**config.mk**
```make
export PLATFORM = sky130hd
export DESIGN_NAME = rom_ctrl_rd_sched
export DESIGN_NICKNAME = d
export VERILOG_FILES = /design/src/rtl/rom_ctrl_rd_sched.sv
export SDC_FILE = /design/constraint.sdc
export NUM_CORES = 1
export LEC_CHECK = 0
export ABC_CLOCK_PERIOD_IN_PS = 2600
export BUFFER_PORTS_ARGS = -buffer_cell sky130_fd_sc_hd__clkbuf_2
export CAP_MARGIN = 0
export CORE_AREA = 2 2 86 88
export CTS_BUF_LIST = sky130_fd_sc_hd__clkbuf_16
export DETAILED_ROUTE_END_ITERATION = 10
export DIE_AREA = 0 0 88 90
export GPL_ROUTABILITY_DRIVEN = 0
export PLACE_DENSITY = 0.6
export SETUP_SLACK_MARGIN = 0.5
export SLEW_MARGIN = 20
export SYNTH_ARGS = -nofsm -noshare
export SYNTH_HDL_FRONTEND = slang
export SYNTH_SLANG_ARGS = --single-unit
```
**constraint.sdc**
```tcl
create_clock -name clk_i -period 2.6 [get_ports clk_i]
set_input_delay 0 -clock clk_i [delete_from_list [all_inputs] [get_ports clk_i]]
set_output_delay 0 -clock clk_i [all_outputs]
set_load 0.01 [all_outputs]
```
**src/rtl/rom_ctrl_rd_sched.sv**
```systemverilog
// rom_ctrl_rd_sched: shares the ROM read port between integrity checker and bus, routing in-order responses by tag
module rom_ctrl_rd_sched #(
  parameter int Aw = 12,
  parameter int Width = 40,
  parameter int MaxOutstanding = 2
) (
  input  logic             clk_i,
  input  logic             rst_i,
  input  logic             chk_req_i,
  input  logic [Aw-1:0]    chk_addr_i,
  output logic             chk_gnt_o,
  output logic             chk_rvalid_o,
  output logic [Width-1:0] chk_rdata_o,
  input  logic             chk_done_i,
  input  logic             bus_req_i,
  input  logic [Aw-1:0]    bus_addr_i,
  output logic             bus_gnt_o,
  output logic             bus_rvalid_o,
  output logic [Width-1:0] bus_rdata_o,
  output logic             rom_req_o,
  output logic [Aw-1:0]    rom_addr_o,
  output logic [Aw-1:0]    prince_addr_o,
  input  logic             rom_rvalid_i,
  input  logic [Width-1:0] rom_scr_rdata_i,
  input  logic [Width-1:0] rom_clr_rdata_i,
  output logic             bus_mode_o,
  output logic             alert_o
);
  localparam int Pw = MaxOutstanding > 1 ? $clog2(MaxOutstanding) : 1;
  localparam int Cw = $clog2(MaxOutstanding + 1);
  typedef enum logic [1:0] {CHECK, DRAIN, BUS} state_e;
  state_e state, state_n;
  logic [MaxOutstanding-1:0] tags;
  logic [Pw-1:0] wptr, rptr;
  logic [Cw-1:0] cnt;
  logic empty, room, pop, push, head;
  always_comb begin
    empty = cnt == '0;
    pop = rom_rvalid_i & ~empty;
    room = (cnt != Cw'(MaxOutstanding)) | pop;
    head = tags[rptr];
    chk_gnt_o = (state == CHECK) & chk_req_i & room;
    bus_gnt_o = (state == BUS) & bus_req_i & room;
    push = chk_gnt_o | bus_gnt_o;
    rom_req_o = push;
    rom_addr_o = chk_gnt_o ? chk_addr_i : bus_gnt_o ? bus_addr_i : '0;
    prince_addr_o = chk_gnt_o ? chk_addr_i : bus_gnt_o ? bus_addr_i : '0;
    chk_rvalid_o = pop & ~head;
    bus_rvalid_o = pop & head;
    chk_rdata_o = chk_rvalid_o ? rom_scr_rdata_i : '0;
    bus_rdata_o = bus_rvalid_o ? rom_clr_rdata_i : '0;
    bus_mode_o = state == BUS;
    state_n = (state == CHECK) & chk_done_i ? DRAIN :
              (state == DRAIN) & empty & ~rom_rvalid_i ? BUS : state;
  end
  always_ff @(posedge clk_i) begin
    if (rst_i) begin
      state <= CHECK;
      tags <= '0;
      wptr <= '0;
      rptr <= '0;
      cnt <= '0;
      alert_o <= 1'b0;
    end else begin
      state <= state_n;
      if (push) tags[wptr] <= bus_gnt_o;
      if (push) wptr <= wptr == Pw'(MaxOutstanding - 1) ? '0 : wptr + 1'b1;
      if (pop) rptr <= rptr == Pw'(MaxOutstanding - 1) ? '0 : rptr + 1'b1;
      cnt <= cnt + Cw'(push) - Cw'(pop);
      alert_o <= alert_o | (chk_req_i & (state == BUS)) | (chk_done_i & (state != CHECK)) |
                 (rom_rvalid_i & empty);
    end
  end
endmodule

```
==> summary.md <==
| Metric | Value |
|---|---|
| Outcome | `finished clean` |
| Total Routing Usage GR | `0.111` |
| DP Area | `2370 sq um` |
| Wire per inst | `10.6 um` |
| CTS buffer count | `3` |
| RR Endpoint | `cnt[1]$_SDFF_PP0_` |
| CTS tree | `yes` |
| Dpl cells | `475` |
| Antenna cells | `0` |
| Startpoint Class | `register` |
| LEAKAGE | `1.50 nW` |
| Mean area per synthesized cell | `7.22 sq um` |
| Postcts setup bufs | `0` |
| DR pass1 iterations | `4` |
| Clock Tree Root | `clkbuf_16` |
| Hold-fix buffers, CTS | `0` |
| Max Clock Skew | `0.00233 ns` |
| Commonest non-fill, non-tap cell in the layout | `clkbuf_2` |
| Total wire length | `5090 um` |
| Worst Path Arrival | `1.92 ns` |
| Max Freq | `0.554 GHz` |
| Top-Level Pins | `221` |
| Clock sinks | `9` |
| Final ANT Viol Nets | `0` |
| CTS-repair resized insts | `0` |
| Worst hold start | `chk_done_i` |
| Setup TNS Final | `0 ns` |
| H-tree depth | `1` |
| Deepest clock path buffer count | `2` |
| Total gr overflow | `0` |
| Syn Inst Count | `176` |
| Die Height | `90 um` |
| Worst EP required | `2.71 ns` |
| Post-synthesis net count | `287` |
| FF+latch count, synth | `9` |
| Slack of the worst reg-to-reg path | `0.80 ns` |
| Clock Latency Late Sink | `0.23 ns` |
| Mapped Area | `1270 sq um` |
| Power Dens Cells | `534 nW/um^2` |
| Largest net degree at the start of global routing | `42` |
| Synth cell types | `33` |
| Worst min-delay path category | `in -> reg` |
| Worst slew pin tran | `0.346 ns` |
| Hold Path Stages | `3` |
| Initial DRC count | `51` |
| Via density | `3.92` |
| Area growth syn-to-layout | `92.7%` |
| Worst vdd ir | `281 uV` |
| Min Tclk post-route | `1.80 ns` |
| Yosys Warn Count | `0` |
| Most frequent cells in the layout | `220 x clkbuf_2, 80 x and2_1, 12 x nor2_1, 12 x a22o_1, 9 x dfxtp_1` |
| Die width | `88 um` |
| Critical path capture point type | `register` |
| Slew Limit Headroom | `0.767` |
| Setup violators final | `0` |
| Max cap viols | `0` |
| Setup CP Type | `reg -> reg` |
| Design area | `2450 sq um` |
| Seq/Total Area, Yosys | `0.142` |
| First-pass GRT wire length | `7250 um` |
| Reg2Reg Depth | `6` |
| Hold Violations, Final | `0` |
| Drc violations | `0` |
| Core area | `7020 sq um` |
| Routed via count | `1879` |
| Initial Utilization | `0.181` |
| Nets@finish | `492` |
| Via count of the first global-routing pass | `1646` |
| RSZ-0062 raised after global routing | `no` |
| Fraction of layout instances using a drive strength above 1 | `0.618` |
| Row count | `31` |
| CTS clk-pin slew, worst paths | `0.04 ns` |
| Period utilization | `0.694` |
| Fin cells | `479` |
| Crit path max fanout | `6` |
| Full die area | `7920 sq um` |
| IO Port Bufs | `220` |
| RR Startpoint | `cnt[0]$_SDFF_PP0_` |
| Setup WS pre-CTS | `0.831 ns` |
| Slew Limit Fails | `0` |
| Initial antenna violation count | `0` |
| Hold EP | `alert_o$_SDFF_PP0_` |
| Final Total Pwr | `1.31 mW` |
| Fin worst setup slack | `0.796 ns` |
| Hpwl dp | `4410 um` |
[state kept, by name (all words and copies together) (netlist names)]
name	count
tags	2
wptr	1
rptr	1
alert_o	1
state	2
cnt	2
[layer usage]
metal | part of all wire | global-route usage | up-vias
li1 | - | - | 969
met1 | 0.42 | 0.128 | 787
met2 | 0.47 | 0.204 | 119
met3 | 0.095 | 0.0211 | 4
met4 | 0.0092 | 0.0295 | 0
met5 | 0 | 0 | -
[worst max path at each step]
stage / from / cells after the start / endpoint / slack, ns
finish: cnt[0]$_SDFF_PP0_ / 6 / cnt[1]$_SDFF_PP0_ / 0.80
global route: cnt[0]$_SDFF_PP0_ / 6 / cnt[1]$_SDFF_PP0_ / 0.68
CTS: cnt[0]$_SDFF_PP0_ / 6 / cnt[1]$_SDFF_PP0_ / 0.80
detailed placement: cnt[0]$_SDFF_PP0_ / 6 / cnt[1]$_SDFF_PP0_ / 0.83
global placement: cnt[0]$_SDFF_PP0_ / 6 / cnt[1]$_SDFF_PP0_ / 0.93
floorplan: cnt[0]$_SDFF_PP0_ / 6 / cnt[1]$_SDFF_PP0_ / 1.06
[cell families (layout without fill, tap and decap cells)]
logic type | count (synthesis) | after routing | synth area share
AO/OA/AOI/OAI | 25 | 25 | 0.155
XOR/XNOR | 1 | 1 | 0.00690
adder cells (fa/ha/maj) | 1 | 1 | 0.00985
buffers and inverters | 29 | 233 | 0.140
flip-flops | 9 | 9 | 0.142
multiplexers | 4 | 4 | 0.0345
AND/OR/NAND/NOR | 107 | 107 | 0.512
[Yosys cell counts (all sizes together)]
library cell / count / area share
a311oi: 1 / 0.0069
nor3b: 1 / 0.015
a221o: 1 / 0.0079
and2b: 1 / 0.0069
nor3: 2 / 0.0079
mux2: 3 / 0.027
xor2: 1 / 0.0069
buf: 15 / 0.095
nand2b: 2 / 0.0099
nand3b: 1 / 0.0059
nor2b: 2 / 0.0099
ha: 1 / 0.0099
inv: 5 / 0.015
nand4: 1 / 0.0049
and2: 80 / 0.39
o22ai: 1 / 0.0049
dlygate4sd1: 1 / 0.0069
o2bb2ai: 1 / 0.0069
or3: 1 / 0.0049
clkbuf: 8 / 0.024
a21oi: 5 / 0.023
o21ai: 2 / 0.0079
dfxtp: 9 / 0.14
mux2i: 1 / 0.0079
nor2: 12 / 0.035
a32o: 1 / 0.0079
nand2: 3 / 0.0089
o311ai: 1 / 0.0069
or3b: 1 / 0.0089
a22o: 12 / 0.083
[critical path, cell delays in order, from the launching register on]
cell and delay [ns]:
dfxtp_1 0.37, o21ai_1 0.33, inv_1 0.08, ha_1 0.30, nor2_1 0.18, nand2_1 0.08, o311ai_0 0.35
[report_power, final]
part | total (mW) | switching (mW) | internal (mW)
clock network | 0.266 | 0.0649 | 0.201
logic | 0.821 | 0.427 | 0.394
registers | 0.220 | 0.0464 | 0.174
total | 1.31 | 0.538 | 0.769
[final cells by class]
class | instances | area, sq um
Sequential cell | 9 | 180
Inverter | 5 | 18.8
Timing Repair Buffer | 224 | 1130
Fill cell | 729 | 4570
Clock inverter | 1 | 3.75
Tap cell | 99 | 124
Multi-Input combinational cell | 138 | 915
Clock buffer | 3 | 75.1
[through the flow]
stage | util | hold WS, ns
2_1_floorplan | - | 0.144
3_3_place_gp | 0.337 | 0.293
3_5_place_dp | 0.337 | 0.291
4_1_cts | 0.349 | 0.0881
5_1_grt | 0.349 | 0.117
6_report | 0.349 | 0.0883
No activity file was read; power rests on OpenSTA's default activity.
